$ cat config.mk
export PLATFORM = sky130hd
export DESIGN_NAME = imem_loader
export DESIGN_NICKNAME = d
export VERILOG_FILES = /design/src/rtl/imem_loader.sv
export SDC_FILE = /design/constraint.sdc
export NUM_CORES = 1
export LEC_CHECK = 0
export CAP_MARGIN = 20
export CORE_MARGIN = 2
export CORE_UTILIZATION = 60
export CTS_BUF_LIST = sky130_fd_sc_hd__clkbuf_8
export CTS_CLUSTER_SIZE = 10
export DETAILED_ROUTE_END_ITERATION = 10
export PLACE_DENSITY = 0.88
export REMOVE_ABC_BUFFERS = 1
export SLEW_MARGIN = 20
export SYNTH_ARGS = -nofsm -noshare
export SYNTH_HDL_FRONTEND = slang
export SYNTH_SLANG_ARGS = --single-unit
$ cat constraint.sdc
create_clock -name clk -period 5.5 [get_ports clk]
set_input_delay 1.1 -clock clk [delete_from_list [all_inputs] [get_ports clk]]
set_output_delay 1.1 -clock clk [all_outputs]
set_load 0.02 [all_outputs]
$ cat src/rtl/imem_loader.sv
// Instruction-memory loader: turns a length-prefixed big-endian byte stream into
// one-cycle 32-bit word writes at byte addresses 0,4,8,... and holds the CPU meanwhile.
module imem_loader #(
    parameter int unsigned WORDS  = 256,
    parameter int unsigned ADDR_W = 32
) (
    input  logic              clk,
    input  logic              rst,
    input  logic              start,
    input  logic [7:0]        byte_in,
    input  logic              byte_valid,
    output logic              byte_ready,
    output logic              wr_en,
    output logic [ADDR_W-1:0] wr_addr,
    output logic [31:0]       wr_data,
    output logic              busy,
    output logic              cpu_hold,
    output logic              done,
    output logic              overflow
);

    localparam int unsigned CNT_W = 16;

    localparam logic [2:0] S_IDLE   = 3'd0;
    localparam logic [2:0] S_LEN_HI = 3'd1;
    localparam logic [2:0] S_LEN_LO = 3'd2;
    localparam logic [2:0] S_DATA   = 3'd3;
    localparam logic [2:0] S_WRITE  = 3'd4;
    localparam logic [2:0] S_DONE   = 3'd5;

    logic [2:0]        state_q,      state_d;
    logic [CNT_W-1:0]  count_q,      count_d;
    logic [CNT_W-1:0]  index_q,      index_d;
    logic [1:0]        bcnt_q,       bcnt_d;
    logic [31:0]       word_q,       word_d;
    logic [ADDR_W-1:0] wr_addr_q,    wr_addr_d;
    logic [31:0]       wr_data_q,    wr_data_d;
    logic              wr_en_q,      wr_en_d;
    logic              byte_ready_q, byte_ready_d;
    logic              busy_q,       busy_d;
    logic              done_q,       done_d;
    logic              overflow_q,   overflow_d;
    logic              xfer;

    // byte_ready_q always mirrors the readiness of state_q, so it qualifies the transfer.
    assign xfer = byte_valid & byte_ready_q;

    // State and output registers.
    always_ff @(posedge clk) begin
        if (rst) begin
            state_q      <= S_IDLE;
            count_q      <= '0;
            index_q      <= '0;
            bcnt_q       <= '0;
            word_q       <= '0;
            wr_addr_q    <= '0;
            wr_data_q    <= '0;
            wr_en_q      <= 1'b0;
            byte_ready_q <= 1'b0;
            busy_q       <= 1'b0;
            done_q       <= 1'b0;
            overflow_q   <= 1'b0;
        end else begin
            state_q      <= state_d;
            count_q      <= count_d;
            index_q      <= index_d;
            bcnt_q       <= bcnt_d;
            word_q       <= word_d;
            wr_addr_q    <= wr_addr_d;
            wr_data_q    <= wr_data_d;
            wr_en_q      <= wr_en_d;
            byte_ready_q <= byte_ready_d;
            busy_q       <= busy_d;
            done_q       <= done_d;
            overflow_q   <= overflow_d;
        end
    end

    // Next-state logic; outputs are decoded from the next state so they register cleanly.
    always_comb begin
        state_d    = state_q;
        count_d    = count_q;
        index_d    = index_q;
        bcnt_d     = bcnt_q;
        word_d     = word_q;
        wr_addr_d  = wr_addr_q;
        wr_data_d  = wr_data_q;
        wr_en_d    = 1'b0;
        overflow_d = overflow_q;

        case (state_q)
            S_IDLE, S_DONE: begin
                if (start) begin
                    state_d    = S_LEN_HI;
                    index_d    = '0;
                    overflow_d = 1'b0;
                end
            end
            S_LEN_HI: begin
                if (xfer) begin
                    count_d = {byte_in, count_q[7:0]};
                    state_d = S_LEN_LO;
                end
            end
            S_LEN_LO: begin
                if (xfer) begin
                    count_d    = {count_q[15:8], byte_in};
                    overflow_d = overflow_q | (32'(count_d) > 32'(WORDS));
                    bcnt_d     = '0;
                    state_d    = (count_d == '0) ? S_DONE : S_DATA;
                end
            end
            S_DATA: begin
                if (xfer) begin
                    word_d = {word_q[23:0], byte_in};
                    bcnt_d = bcnt_q + 2'd1;
                    if (bcnt_q == 2'd3) begin
                        state_d   = S_WRITE;
                        wr_data_d = word_d;
                        wr_addr_d = ADDR_W'({16'd0, index_q} << 2);
                        wr_en_d   = (32'(index_q) < 32'(WORDS));
                    end
                end
            end
            S_WRITE: begin
                index_d = index_q + 16'd1;
                bcnt_d  = '0;
                state_d = (index_q == count_q - 16'd1) ? S_DONE : S_DATA;
            end
            default: begin
                state_d = S_IDLE;
            end
        endcase

        byte_ready_d = (state_d == S_LEN_HI) || (state_d == S_LEN_LO) || (state_d == S_DATA);
        busy_d       = (state_d != S_IDLE) && (state_d != S_DONE);
        done_d       = (state_d == S_DONE);
    end

    assign byte_ready = byte_ready_q;
    assign wr_en      = wr_en_q;
    assign wr_addr    = wr_addr_q;
    assign wr_data    = wr_data_q;
    assign busy       = busy_q;
    assign cpu_hold   = busy_q;
    assign done       = done_q;
    assign overflow   = overflow_q;

endmodule

# Word level (Yosys, flattened, before mapping)
# Cells that the tools add are included.
[classes]
reduce_logical = 18
n_lt_le_gt_ge = 2
n_eq_ne = 15
n_addsub = 3
bitwise_logic = 7
muxes = 19
[op_table]
columns = ["op", "n"]
rows = [
  ["case mux 16 bit (2 select lines)", 2],
  ["two-way mux 16 bit", 2],
  ["two-way mux 3 bit", 7],
  ["adder 16 x 1 -> 16 bit (second input constant)", 1],
  ["equality test 16 bit", 1],
  ["> comparator 16 x 9 -> 1 bit (second input constant)", 1],
  ["logical NOT 16 bit", 1],
  ["less-than comparator 16 x 9 -> 1 bit (second input constant)", 1],
  ["subtractor 16 x 1 -> 16 bit (second input constant)", 1],
  ["case mux 3 bit (5 select lines)", 1],
  ["AND reduction 3 bit", 5],
  ["equality test 3 x 2 -> 1 bit (second input constant)", 4],
  ["equality test 3 bit (second input constant)", 3],
  ["two-way mux 8 bit", 1],
  ["equality test 3 x 1 -> 1 bit (second input constant)", 2],
  ["inequality test 2 bit (second input constant)", 3],
  ["case mux 2 bit (3 select lines)", 1],
  ["nonzero test 3 bit", 2],
  ["inverter 1 bit", 5],
  ["two-way mux 2 bit", 2],
  ["AND reduction 2 bit", 2],
  ["nonzero test 2 bit", 2],
  ["OR reduction 4 bit", 1],
  ["logical NOT 3 bit", 1],
  ["10 further kinds", 12],
]
[totals]
regBits = 114
inputBits = 12
output_inout_bits = 70
wordCells = 77

# Longest topological paths before layout
# Gate-level depths: netlist of run 1.
[logic_depth]
ltp_word = 7
depth_mapped = 9
ltp_nobuf = 8

# Least setup slack after synthesis of run 1
# Ideal clock, no wire load.
[synth_timing]
path_kind = "reg2reg"
start = "reg count_q[9]"
end = "reg busy_q, in the netlist busy"
n_path_buf = 0
required_time_ns = 5.368
setup_ns = 0.132
period_less_slack_ns = 2.486
setup_slack_ns = 3.014
arrival_time_ns = 2.354
stages_incl_launch_ff = 7
path_cell_list = "dfxtp_1 > or4_4 > or3_1 > a211o_1 > a2111o_1 > nor4_4 > o22ai_1"
[synth_between]
elab_chain_cells = 6
word_cells_on_any_way = 10
cone_classes = "add/sub: 1; eq/ne: 2; mux: 4; reduce/logical: 3"
[synth_rtl]
columns = ["item", "line_no", "source"]
rows = [
  ["from (decl)", "32", "logic [CNT_W-1:0] count_q, count_d;"],
  ["from (signal assigned)", "65", "count_q <= count_d;"],
  ["subtractor 16 x 1 -> 16 bit / logical NOT 16 bit (equally long branches)", "128, 110", ""],
  ["equality test 16 bit / two-way mux 3 bit (equally long branches)", "128, 110", ""],
  ["two-way mux 3 bit (on tied branches)", "128, 106", ""],
  ["case mux 3 bit (5 select lines) (*)", "91", "case (state_q)"],
  ["inequality test 3 bit / nonzero test 3 bit (equally long branches)", "136", "busy_d = (state_d != S_IDLE) && (state_d != S_DONE);"],
  ["logical AND 1 bit (*)", "136", ""],
  ["to (signal assigned)", "73", "busy_q <= busy_d;"],
  ["to (decl)", "40", "logic busy_q, busy_d;"],
]
# Mark *: on every way between the ends. The rest lies on a longest branch, timed or not.
# A chain may end at the register's enable or synchronous reset.

# Worst setup path after layout of run 1
[layout_timing]
start = "in byte_valid"
end = "reg wr_data_q[16], in the netlist wr_data[16]"
[layout_between]
elab_chain_cells = 2
[layout_rtl]
columns = ["item", "line_no", "source"]
rows = [
  ["from (decl)", "11", "input logic byte_valid,"],
  ["bitwise AND 1 bit", "46", "assign xfer = byte_valid & byte_ready_q;"],
  ["AND reduction 3 bit (no line)", "--", ""],
  ["to (signal assigned)", "70", "wr_data_q <= wr_data_d;"],
  ["to (decl)", "37", "logic [31:0] wr_data_q, wr_data_d;"],
]
# No other way between the ends.

==> results of run 1 <==
==> sequential cells by signal (all words and copies together) (netlist names) <==
| signal | count |
|---|---|
| bcnt_q | 2 |
| busy | 1 |
| byte_ready | 1 |
| count_q | 16 |
| done | 1 |
| index_q | 16 |
| overflow | 1 |
| state_q | 3 |
| word_q | 24 |
| wr_addr | 16 |
| wr_data | 32 |
| wr_en | 1 |
==> layout by cell type (no fill, tap or decap), types with 8 or more instances in the layout <==
cell / netlist / layout
sky130_fd_sc_hd__nand2_1: 183 / 183
sky130_fd_sc_hd__dfxtp_1: 114 / 114
sky130_fd_sc_hd__a21oi_1: 95 / 95
sky130_fd_sc_hd__clkdlybuf4s50_1: 0 / 64
sky130_fd_sc_hd__nor2_1: 38 / 37
sky130_fd_sc_hd__clkbuf_8: 0 / 17
sky130_fd_sc_hd__nand3_1: 16 / 16
sky130_fd_sc_hd__conb_1: 1 / 16
sky130_fd_sc_hd__xnor2_1: 15 / 15
sky130_fd_sc_hd__nor3_1: 14 / 13
sky130_fd_sc_hd__a31oi_1: 11 / 11
sky130_fd_sc_hd__xor2_1: 10 / 10
sky130_fd_sc_hd__nor2b_1: 9 / 9
sky130_fd_sc_hd__o21ai_0: 8 / 8
==> power by group through the flow <==
stage / logic (mW) / registers, mW / clock network [mW]
finish: 0.0833 / 0.836 / 0.813
global route: 0.0895 / 0.836 / 0.869
CTS: 0.0793 / 0.835 / 0.824
detailed placement: 0.0787 / 0.854 / 0
global placement: 0.0771 / 0.854 / 0
floorplan: 0.0398 / 0.855 / 0
==> synth_stat cells, types with 6 or more instances <==
cell type and count:
sky130_fd_sc_hd__nand2_1 183, sky130_fd_sc_hd__dfxtp_1 114, sky130_fd_sc_hd__a21oi_1 95, sky130_fd_sc_hd__clkbuf_1 40, sky130_fd_sc_hd__nor2_1 38, sky130_fd_sc_hd__buf_4 17, sky130_fd_sc_hd__nand3_1 16, sky130_fd_sc_hd__xnor2_1 15
sky130_fd_sc_hd__nor3_1 14, sky130_fd_sc_hd__a31oi_1 11, sky130_fd_sc_hd__xor2_1 10, sky130_fd_sc_hd__nor2b_1 9, sky130_fd_sc_hd__o21ai_0 8, sky130_fd_sc_hd__nor4_1 6
==> worst min path at each step <==
stage | slack (ns) | end | depth (start not counted)
finish | 0.45 | wr_addr[11]$_SDFFE_PP0P_ | 2
global route | 0.48 | word_q[17]$_SDFFE_PP0P_ | 2
CTS | 0.46 | wr_addr[8]$_SDFFE_PP0P_ | 2
detailed placement | 0.45 | wr_data[25]$_SDFFE_PP0P_ | 2
global placement | 0.44 | wr_data[25]$_SDFFE_PP0P_ | 2
floorplan | 0.43 | wr_data[24]$_SDFFE_PP0P_ | 2
==> cell type report <==
class / count / area (µm²) / area share
clock buffers: 17 / 234.0 / 0.03841
repair buffers: 71 / 713.2 / 0.1171
inverters: 5 / 18.77 / 0.003081
well taps: 105 / 131.4 / 0.02157
multi-input cells: 487 / 2529 / 0.4151
flip-flops and latches: 114 / 2282 / 0.3746
clock inverters: 15 / 183.9 / 0.03019
==> per-layer routing <==
layer,vias up,track usage,wire length [µm]
met1,2232,0.3279,4912
met4,0,0.1119,197
met2,161,0.4371,5844
met5,-,0,0
met3,26,0.07984,768
li1,2270,-,-
==> worst max-delay path: cells and delay by family <==
kind	cells	cell delay [ns]
and+or+nand+nor	4	0.76
AOI/OAI and AO/OA	1	0.08
buffers and inverters	3	1.23
==> kinds of logic after synthesis <==
kind of cell               count (synthesis)
muxes                                      2
xor gates and xnor gates                  26
other                                      1
adders and majority gates                  3
AOI/OAI and AO/OA                        140
and+or+nand+nor                          300
buffers and inverters                     62
DFF                                      114
==> metrics.md, run 1 <==
| Metric | Value |
|---|---|
| Sequential-to-total area share from yosys stat | 0.4531 |
| Slew HR | 0.4366 |
| Worst-case register-to-register setup slack | 2.82 ns |
| Overall routing resource usage | 0.2673 |
| TritonCTS clock tree | yes |
| Design area | 6092 µm² |
| GP Congestion | 0.8741 |
| Overflow left after global routing | 0 |
| H-tree Lvls | 4 |
| Actual slew at the worst max-slew pin | 0.8431 ns |
| RR Startpoint | count_q[9]$_SDFFE_PP0P_ |
| Max-capacitance violation count | 0 |
| Synthesized area per cell | 7.774 µm² |
| Reported leakage power | 2.118 nW |
| Count of state elements after synthesis | between 100 and 150 |
| Number of placed instances, taps included | a little under 800 |
| Die Footprint | 9144 µm² |
| Initial antenna violation count | 0 |
| Clock-pin slew on the worst setup and hold paths | 0.07 ns |
| Int Pwr | ~1.3 mW |
| Post-synthesis share of cell area spent on full adders, half adders and majority gates | 0.007452 |
| Data arrival at the endpoint of the critical path | 3.18 ns |
| End of the worst register-to-register path | busy$_SDFF_PP0_ |
| Remaining number of nets flagged by the antenna check after routing | 0 |
| Final Hold Vio Count | 0 |
| Final worst path period need | 2.883 ns |
| Number of pins with negative max-slew slack in the final report | 0 |
| Ratio of final minimum period to clock period | 0.5241 |
| Remaining DRCs | 0 |
| Clk sink count | 114 |
| Final antenna diode count | 0 |
| Root Buffer Master | sky130_fd_sc_hd__clkbuf_8 |
| Dpl cell area | 5640 µm² |
| Via count of the first global-routing pass | 4213 |
| Maximum clock insertion buffer count | 2 |
| List of cells traversed by the critical path | clkdlybuf4s50_1 -> nand3_1 -> nor2_2 -> buf_4 -> nand2_1 -> buf_4 -> nand2_1 -> a21oi_1 |
| CP Class | in2reg |
| Netlist area before placement | slightly above 5000 µm² |
| Final-stage net count | 711 |
| Post-synth top area share | 0.4531 |
| Number of flops mapped to enable cells by yosys | 0 |
| Peak clock frequency supported by timing | 346.9 MHz |
| Setup repair after global routing missed its margin | false |
| Clock network fraction of total power | 0.469 |
| Synth cell types | 54 |
| Critical Path RT | 5.80 ns |
| Final worst slack | between 2 and 3 ns |
| Wire length per cell | 14.40 µm |
| Critical Path Sink Type | register |
| Top area cells in the synthesized netlist | sky130_fd_sc_hd__dfxtp_1 (45%), sky130_fd_sc_hd__nand2_1 (14%), sky130_fd_sc_hd__a21oi_1 (9.4%) |
| Total number of placement rows | 33 |
| Post-Synth Simple-Gate Area | 0.2692 |
| Number of buffers inserted for hold repair after clock tree synthesis | 0 |
| Hold path startpoint | wr_addr[11]$_SDFFE_PP0P_ |
| Cts repair resizes | 0 |
| Share of final-layout standard cells stronger than drive strength 1 | 0.06347 |
| Core utilization of the finished layout | 0.7452 |
| Termination of the worst setup path | wr_data[16]$_SDFFE_PP0P_ |
| Number of instances in the synthesized netlist | 648 |
| Clock latency on the worst-skew pair | approximately 0.43 ns |
| Filler-free cell count of the finished design | 814 |
| CTS Buf Count | 17 |
| First-pass GRT wire length | between 15 and 20 mm |
| Share of the synthesized netlist area taken by xor and xnor gates | 0.04794 |
| Compound-cell area share of the yosys netlist | 0.1582 |
| Via-per-instance ratio | 5.760 |
| Maximum cell stage delay along the critical path | 0.55 ns |
| Kind of launch point of the worst setup path | primary input |
| Library cell with the largest summed area after synthesis | sky130_fd_sc_hd__dfxtp_1 |
| Final-layout fill cell count | just under 600 |
| Slowest cell on the critical path | sky130_fd_sc_hd__clkdlybuf4s50_1 |
| Number of ports placed on the die boundary | 82 |
| Clk_skew | around 0.0074 ns |
| Vertical die dimension | between 90 and 100 µm |
| Port Buffer Count | 65 |
| Flip-flop cell with the highest count after synthesis | sky130_fd_sc_hd__dfxtp_1 |
| Logic pwr share | 0.048 |
| Via count | 4689 |
| Share of total power consumed by net switching | 0.2440 |
| Total power of the final layout | 1.731 mW |
| Sw power | 422.5 µW |
| Die Width | 95.63 µm |
| Power density normalized to cell area | 284.2 nW/µm² |
| Sequential Power Share | 0.483 |
| Highest net fanout along the worst path | 43 |
| Pre-antenna DRT Iters | 5 |
| Accumulated negative setup slack | 0 ns |
| Peak VDD IR | 0.0001916 V |
| Type of the most critical hold path | reg2reg |
| Final Hold Slack | 0.4528 ns |
| Area inside the core boundary | 8175 µm² |
| Maximum number of pins on one net before global-route repair | between 100 and 150 |
| Source of the critical timing path | byte_valid |
| Total setup violations reported at the end of the flow | 0 |
| Run status | finished clean |
| Asr flop ratio synth | 0 |
| Worst reg2reg path depth | 6 |
| Starting DRC count in detailed routing | 299 |
| Buffers inserted by post-CTS timing repair | 0 |
| Worst slack at placement | 1.878 ns |
| Total number of yosys warnings | 0 |
| Post-detail-place hpwl | 7.527 mm |
| Share of cell area taken by muxes after synthesis | 0.004471 |
| Initial standard-cell utilization of the core | 0.6162 |
| Combinational family with the most area after synthesis | simple AND/OR/NAND/NOR gates |
| Total wire length | 11.72 mm |
| Synthesis-to-finish area growth | 20.94% |
No activity file was read; power rests on OpenSTA's default activity.
==> inputs of run 2 (changes only) <==
Settings changed: CORE_UTILIZATION 60 to 55, PLACE_DENSITY 0.88 to 0.82.
Clock period 5.5 ns to 2.9 ns, I/O delays scaled along.
==> run 2 against run 1 <==
Compared with the run above: clock skew is 0.0010 ns higher; setup slack worse by 2.4 ns; register-to-register slack worse by 2.6 ns; sequential share of layout area is 0.34 points lower; sequential power is 90% higher; first-iteration DRC count is 19% lower; critical path type is now reg2reg; largest cell class unchanged; routed wire length is 2.2% higher; clock power is 83% higher; critical endpoint is now busy$_SDFF_PP0_; via count is 1.8% lower; critical path depth is 2 lower; utilization is 4.7 points lower.
==> metrics.md, run 2 (same netlist as run 1, synthesis figures left out) <==
| Metric | Value |
|---|---|
| Count of cells along the worst hold path | 2 (unchanged) |
| Worst slack at placement | 0.1699 ns (-1.708 ns) |
| Critical Path Sink Type | register |
| Maximum number of pins on one net before global-route repair | 61 (-46%) |
| Port Buffer Count | 65 (unchanged) |
| Post-detail-place hpwl | 8.258 mm (+9.7%) |
| CTS Buf Count | 17 (unchanged) |
| Total number of placement rows | 34 (+3.0%) |
| Worst-case register-to-register setup slack | 0.20 ns (-2.62 ns) |
| Hold-critical path endpoint | wr_data[25]$_SDFFE_PP0P_ |
| Remaining number of nets flagged by the antenna check after routing | 0 (unchanged) |
| Share of total power consumed by net switching | 0.2506 (+0.006542) |
| Max FFs per register | 32 (unchanged) |
| Total power of the final layout | 3.234 mW (+87%) |
| Max-capacitance violation count | 0 (unchanged) |
| Met2 Usage GRT | 0.3955 (-0.04153) |
| Filler-free cell count of the finished design | 828 (+1.7%) |
| Wire length per cell | 14.47 µm (+0.46%) |
| Final Hold Vio Count | 0 (unchanged) |
| Number of ports placed on the die boundary | 82 (unchanged) |
| Core utilization of the finished layout | 0.6982 (-0.04697) |
| Total setup violations reported at the end of the flow | 0 (unchanged) |
| Reported leakage power | 2.142 nW (+1.1%) |
| Pre-antenna DRT Iters | 5 (unchanged) |
| Area inside the core boundary | 8806 µm² (+7.7%) |
| Critical Path RT | 3.19 ns (-2.61 ns) |
| Clk sink count | 114 (unchanged) |
| Int Pwr | 2.423 mW (+85%) |
| Starting DRC count in detailed routing | 243 (-19%) |
| Worst reg2reg path depth | 6 (unchanged) |
| Overflow left after global routing | 0 (unchanged) |
| Final antenna diode count | 0 (unchanged) |
| Commonest non-fill, non-tap cell in the layout | sky130_fd_sc_hd__nand2_1 |
| Via-per-instance ratio | 5.562 (-3.5%) |
| Peak clock frequency supported by timing | 370.8 MHz |
| Met1 layer usage reported by global route | 0.3367 (+0.008878) |
| Logic pwr share | 0.050 (+0.002) |
| GRT busiest layer | met2 |
| Number of pins with negative max-slew slack in the final report | 0 (unchanged) |
| TritonCTS clock tree | yes |
| Final-stage net count | 722 (+1.5%) |
| Clock network fraction of total power | 0.460 (-0.009) |
| H-tree Lvls | 4 (unchanged) |
| Via count of the first global-routing pass | 4275 (+1.5%) |
| First-pass GRT wire length | 20.15 mm (+5.7%) |
| Data arrival at the endpoint of the critical path | 2.98 ns (-0.20 ns) |
| End of the worst register-to-register path | busy$_SDFF_PP0_ |
| Setup repair after global routing missed its margin | false |
| Share of final-layout standard cells stronger than drive strength 1 | 0.07917 (+0.01570) |
| Clk_skew | 0.008419 ns (+0.001014 ns) |
| Overall routing resource usage | 0.2519 (-0.01542) |
| Final worst slack | 0.2035 ns (-2.414 ns) |
| Clock-pin slew on the worst setup and hold paths | 0.07 ns (about the same) |
| Die Width | 99.70 µm (+4.3%) |
| Buffers inserted by post-CTS timing repair | 0 (unchanged) |
| Total wire length | 11.98 mm (+2.2%) |
| Number of buffers inserted for hold repair after clock tree synthesis | 0 (unchanged) |
| Run status | finished clean |
| Slew HR | 0.5855 (+0.1489) |
| Initial standard-cell utilization of the core | 0.5720 (-0.04412) |
| Die Footprint | 9940 µm² (+8.7%) |
| Vertical die dimension | 99.70 µm (+4.3%) |
| Sequential Power Share | 0.490 (+0.007) |
| Ratio of final minimum period to clock period | 0.9298 |
| Maximum clock insertion buffer count | 2 (unchanged) |
| Hold path startpoint | word_q[17]$_SDFFE_PP0P_ |
| Via count | 4605 (-1.8%) |
| Clock latency on the worst-skew pair | 0.43 ns (about the same) |
| Source of the critical timing path | count_q[9]$_SDFFE_PP0P_ |
| Root Buffer Master | sky130_fd_sc_hd__clkbuf_8 |
| Fraction of met3 tracks used by global routing | 0.05762 (-0.02222) |
| Type of the most critical hold path | reg2reg |
| Final worst path period need | 2.697 ns |
| Kind of launch point of the worst setup path | register |
| Peak VDD IR | 0.0003593 V (+88%) |
| CP Class | reg2reg |
| Remaining DRCs | 0 (unchanged) |
| Synthesis-to-finish area growth | 22.06% |
| Actual slew at the worst max-slew pin | 0.6161 ns (-0.2271 ns) |
| Commonest cells after routing, fill and taps aside | sky130_fd_sc_hd__nand2_1 (183), sky130_fd_sc_hd__dfxtp_1 (114), sky130_fd_sc_hd__a21oi_1 (95) |
| Highest net fanout along the worst path | 6 (-86%) |
| Cts repair resizes | 0 (unchanged) |
| GP Congestion | 0.8825 (+0.96%) |
| RR Startpoint | count_q[9]$_SDFFE_PP0P_ |
| Sw power | 810.2 µW (+92%) |
| Final-layout fill cell count | 719 (+22%) |
| Initial antenna violation count | 0 (unchanged) |
| Power density normalized to cell area | 525.9 nW/µm² (+85%) |
| Number of placed instances, taps included | 796 (+1.9%) |
-- run 2: worst max-delay path, stage by stage (launching register included) --
cell	delay, ns
sky130_fd_sc_hd__dfxtp_1	0.36
sky130_fd_sc_hd__or4_4	0.57
sky130_fd_sc_hd__or3_1	0.36
sky130_fd_sc_hd__a211o_1	0.30
sky130_fd_sc_hd__a2111o_1	0.48
sky130_fd_sc_hd__nor4_4	0.34
sky130_fd_sc_hd__o22ai_1	0.14
-- run 2: cell type report --
class	instances	area, µm²	share of cell area
sequential	114	2282	0.3712
tap	108	135.1	0.02198
timing repair buffer	82	788.3	0.1282
multi-input combinational	487	2522	0.4103
clock inverter	14	153.9	0.02503
inverter	5	18.77	0.003053
clock buffer	18	247.7	0.04029
-- run 2: power groups by stage --
stage	clock (mW)	combinational [mW]	sequential (mW)
2_1_floorplan	0	0.0755	1.62
3_3_place_gp	0	0.156	1.62
3_5_place_dp	0	0.158	1.62
4_1_cts	1.51	0.159	1.59
5_1_grt	1.60	0.174	1.59
6_report	1.49	0.161	1.59
-- run 2: worst max path at each step --
stage                     slack [ns]  cells after the start         endpoint
after global placement          0.22                      7  busy$_SDFF_PP0_
after detailed placement        0.17                      7  busy$_SDFF_PP0_
after floorplan                -0.82                      6  busy$_SDFF_PP0_
after CTS                       0.22                      6  busy$_SDFF_PP0_
after global routing            0.08                      6  busy$_SDFF_PP0_
final                           0.20                      6  busy$_SDFF_PP0_
-- run 2: per-layer routing --
layer / up-vias / share of wire
met5: - / 0
met4: 0 / 0.018
met3: 20 / 0.050
met2: 141 / 0.49
met1: 2163 / 0.44
li1: 2281 / -
-- run 2: stage by stage --
step	TNS, ns	area [µm²]	hold WS [ns]
floorplan	-31.22	4816	0.4260
global placement	0	5747	0.4377
detailed placement	0	5747	0.4470
CTS	0	6148	0.4535
global route	0	6148	0.4736
finish	0	6148	0.4523
==> inputs of run 3 (changes only) <==
Settings changed: CORE_UTILIZATION 55 to 60, PLACE_DENSITY 0.82 to 0.88.
Clock period 2.9 ns to 3.2 ns, I/O delays scaled along.
==> run 3 against run 2 <==
Compared with the run above: hold slack gained 0.0015 ns; combinational power shrank 14%; setup slack gained 0.34 ns; routed wire length grew 1.3%; sequential share of layout area grew 0.24 points; utilization grew 4.9 points; critical path depth is the same; critical path type unchanged; sequential power shrank 9%; fmax grew 1.4%; cell area shrank 0.65%; total power shrank 7.8%; critical endpoint unchanged; die area shrank 8.0%.
==> metrics.md, run 3 (same netlist as run 1, synthesis figures left out) <==
| Metric | Value |
|---|---|
| Ratio of final minimum period to clock period | 0.8308 (-0.09902) |
| Port Buffer Count | 65 (unchanged) |
| Run status | finished clean |
| Cts repair resizes | 0 (unchanged) |
| Vertical die dimension | 95.63 µm (-4.1%) |
| Number of buffers inserted for hold repair after clock tree synthesis | 0 (unchanged) |
| Final Hold Vio Count | 0 (unchanged) |
| Data arrival at the endpoint of the critical path | 2.94 ns (-0.04 ns) |
| GP Congestion | 0.9129 (+3.4%) |
| Buffers inserted by post-CTS timing repair | 0 (unchanged) |
| Peak VDD IR | 0.0003253 V (-9.5%) |
| Die Footprint | 9144 µm² (-8.0%) |
| Share of final-layout standard cells stronger than drive strength 1 | 0.06872 (-0.01044) |
| Post-detail-place hpwl | 8.019 mm (-2.9%) |
| Number of pins with negative max-slew slack in the final report | 0 (unchanged) |
| Clk sink count | 114 (unchanged) |
| Design area | 6108 µm² (-0.65%) |
| Maximum clock insertion buffer count | 2 (unchanged) |
| Final antenna diode count | 0 (unchanged) |
| Synthesis-to-finish area growth | 21.26% |
| CTS Buf Count | 17 (unchanged) |
| Slew HR | 0.4332 (-0.1523) |
| Overflow left after global routing | 0 (unchanged) |
| Power density normalized to cell area | 488.1 nW/µm² (-7.2%) |
| Overall routing resource usage | 0.2748 (+0.02283) |
| Remaining DRCs | 0 (unchanged) |
| Highest net fanout along the worst path | 6 (unchanged) |
| Critical Path Sink Type | register |
| H-tree Lvls | 4 (unchanged) |
| Critical Path RT | 3.49 ns (+0.30 ns) |
| Pre-antenna DRT Iters | 5 (unchanged) |
| Actual slew at the worst max-slew pin | 0.8482 ns (+0.2321 ns) |
| Commonest non-fill, non-tap cell in the layout | sky130_fd_sc_hd__nand2_1 |
| Maximum number of pins on one net before global-route repair | 65 (+6.6%) |
| Accumulated negative setup slack | 0 ns (unchanged) |
| Max-capacitance violation count | 0 (unchanged) |
| Remaining number of nets flagged by the antenna check after routing | 0 (unchanged) |
| Commonest cells after routing, fill and taps aside | sky130_fd_sc_hd__nand2_1 (183), sky130_fd_sc_hd__dfxtp_1 (114), sky130_fd_sc_hd__a21oi_1 (95) |
| Setup repair after global routing missed its margin | false |
| Via count | 4684 (+1.7%) |
| Type of the most critical hold path | reg2reg |
| Dpl cell area | 5690 µm² (-0.98%) |
| Starting DRC count in detailed routing | 312 (+28%) |
| Clock latency on the worst-skew pair | 0.43 ns (about the same) |
| Initial antenna violation count | 0 (unchanged) |
| Root Buffer Master | sky130_fd_sc_hd__clkbuf_8 |
| Initial standard-cell utilization of the core | 0.6162 (+0.04412) |
| CP Class | reg2reg |
| Clk_skew | 0.007055 ns (-0.001365 ns) |
| Core utilization of the finished layout | 0.7472 (+0.04896) |
| Clock-pin slew on the worst setup and hold paths | 0.07 ns (about the same) |
| Max FFs per register | 32 (unchanged) |
| Total number of placement rows | 33 (-2.9%) |
| Area inside the core boundary | 8175 µm² (-7.2%) |
| Number of ports placed on the die boundary | 82 (unchanged) |
| Wire length per cell | 14.84 µm (+2.6%) |
| Total wire length | 12.14 mm (+1.3%) |
| Peak clock frequency supported by timing | 376.1 MHz (+1.4%) |
| Die Width | 95.63 µm (-4.1%) |
| Total setup violations reported at the end of the flow | 0 (unchanged) |
| Via count of the first global-routing pass | 4280 (+0.12%) |
| Via-per-instance ratio | 5.726 (+3.0%) |
| Final-stage net count | 715 (-0.97%) |
| TritonCTS clock tree | yes |
| First-pass GRT wire length | 19.72 mm (-2.1%) |
| Reported leakage power | 2.125 nW (-0.76%) |
| Kind of launch point of the worst setup path | register |
| Final worst path period need | 2.659 ns (-0.03791 ns) |
## run 3: cell count changes in the layout (fill, tap and decap cells not counted)
cell	before	now
sky130_fd_sc_hd__clkbuf_8	18	17
sky130_fd_sc_hd__bufinv_16	2	3
sky130_fd_sc_hd__inv_1	5	6
sky130_fd_sc_hd__clkinv_2	2	1
sky130_fd_sc_hd__clkinvlp_4	3	2
sky130_fd_sc_hd__inv_6	3	4
sky130_fd_sc_hd__buf_4	17	10
## run 3: where the power goes
group	leakage (nW)	total (mW)	switching [mW]	internal, mW
combinational	0.998	0.139	0.0920	0.0473
clock	0.209	1.40	0.626	0.779
sequential	0.919	1.44	0.0129	1.42
## run 3: worst paths after layout
| path | start | end | slack [ns] | cells past startpoint |
|---|---|---|---|---|
| min | wr_addr[5]$_SDFFE_PP0P_ | wr_addr[5]$_SDFFE_PP0P_ | 0.45 | 2 |
| min reg2reg | wr_addr[5]$_SDFFE_PP0P_ | wr_addr[5]$_SDFFE_PP0P_ | 0.45 | 2 |
| max | count_q[9]$_SDFFE_PP0P_ | busy$_SDFF_PP0_ | 0.54 | 6 |
| max reg2reg | count_q[9]$_SDFFE_PP0P_ | busy$_SDFF_PP0_ | 0.54 | 6 |
## run 3: layout make-up
cell class	instances	area, µm²
clock buffer	17	234.0
multi-input combinational	487	2522
fill	579	2067
inverter	5	18.77
sequential	114	2282
clock inverter	15	183.9
timing repair buffer	75	735.7
tap	105	131.4
## run 3: metal layers
| layer | track usage | part of all wire | vias to the layer above |
|---|---|---|---|
| met5 | 0 | 0 | - |
| met4 | 0.1095 | 0.016 | 0 |
| met3 | 0.06482 | 0.059 | 26 |
| met2 | 0.4452 | 0.49 | 185 |
| met1 | 0.3534 | 0.43 | 2194 |
| li1 | - | - | 2279 |
## run 3: metrics by stage
stage | worst slack (ns) | cells | power, mW | hold WS [ns]
after floorplan | -0.5770 | 606 | 1.538 | 0.4260
after global placement | 0.5036 | 786 | 1.602 | 0.4391
after detailed placement | 0.4263 | 786 | 1.606 | 0.4468
after CTS | 0.5401 | 818 | 2.990 | 0.4577
after global routing | 0.4010 | 818 | 3.077 | 0.4759
final | 0.5414 | 818 | 2.982 | 0.4538
## run 3: worst max-delay path, stage by stage, from the launching register on
cell                       delay, ns
sky130_fd_sc_hd__dfxtp_1        0.36
sky130_fd_sc_hd__or4_4          0.56
sky130_fd_sc_hd__or3_1          0.36
sky130_fd_sc_hd__a211o_1        0.30
sky130_fd_sc_hd__a2111o_1       0.48
sky130_fd_sc_hd__nor4_4         0.32
sky130_fd_sc_hd__o22ai_1        0.14
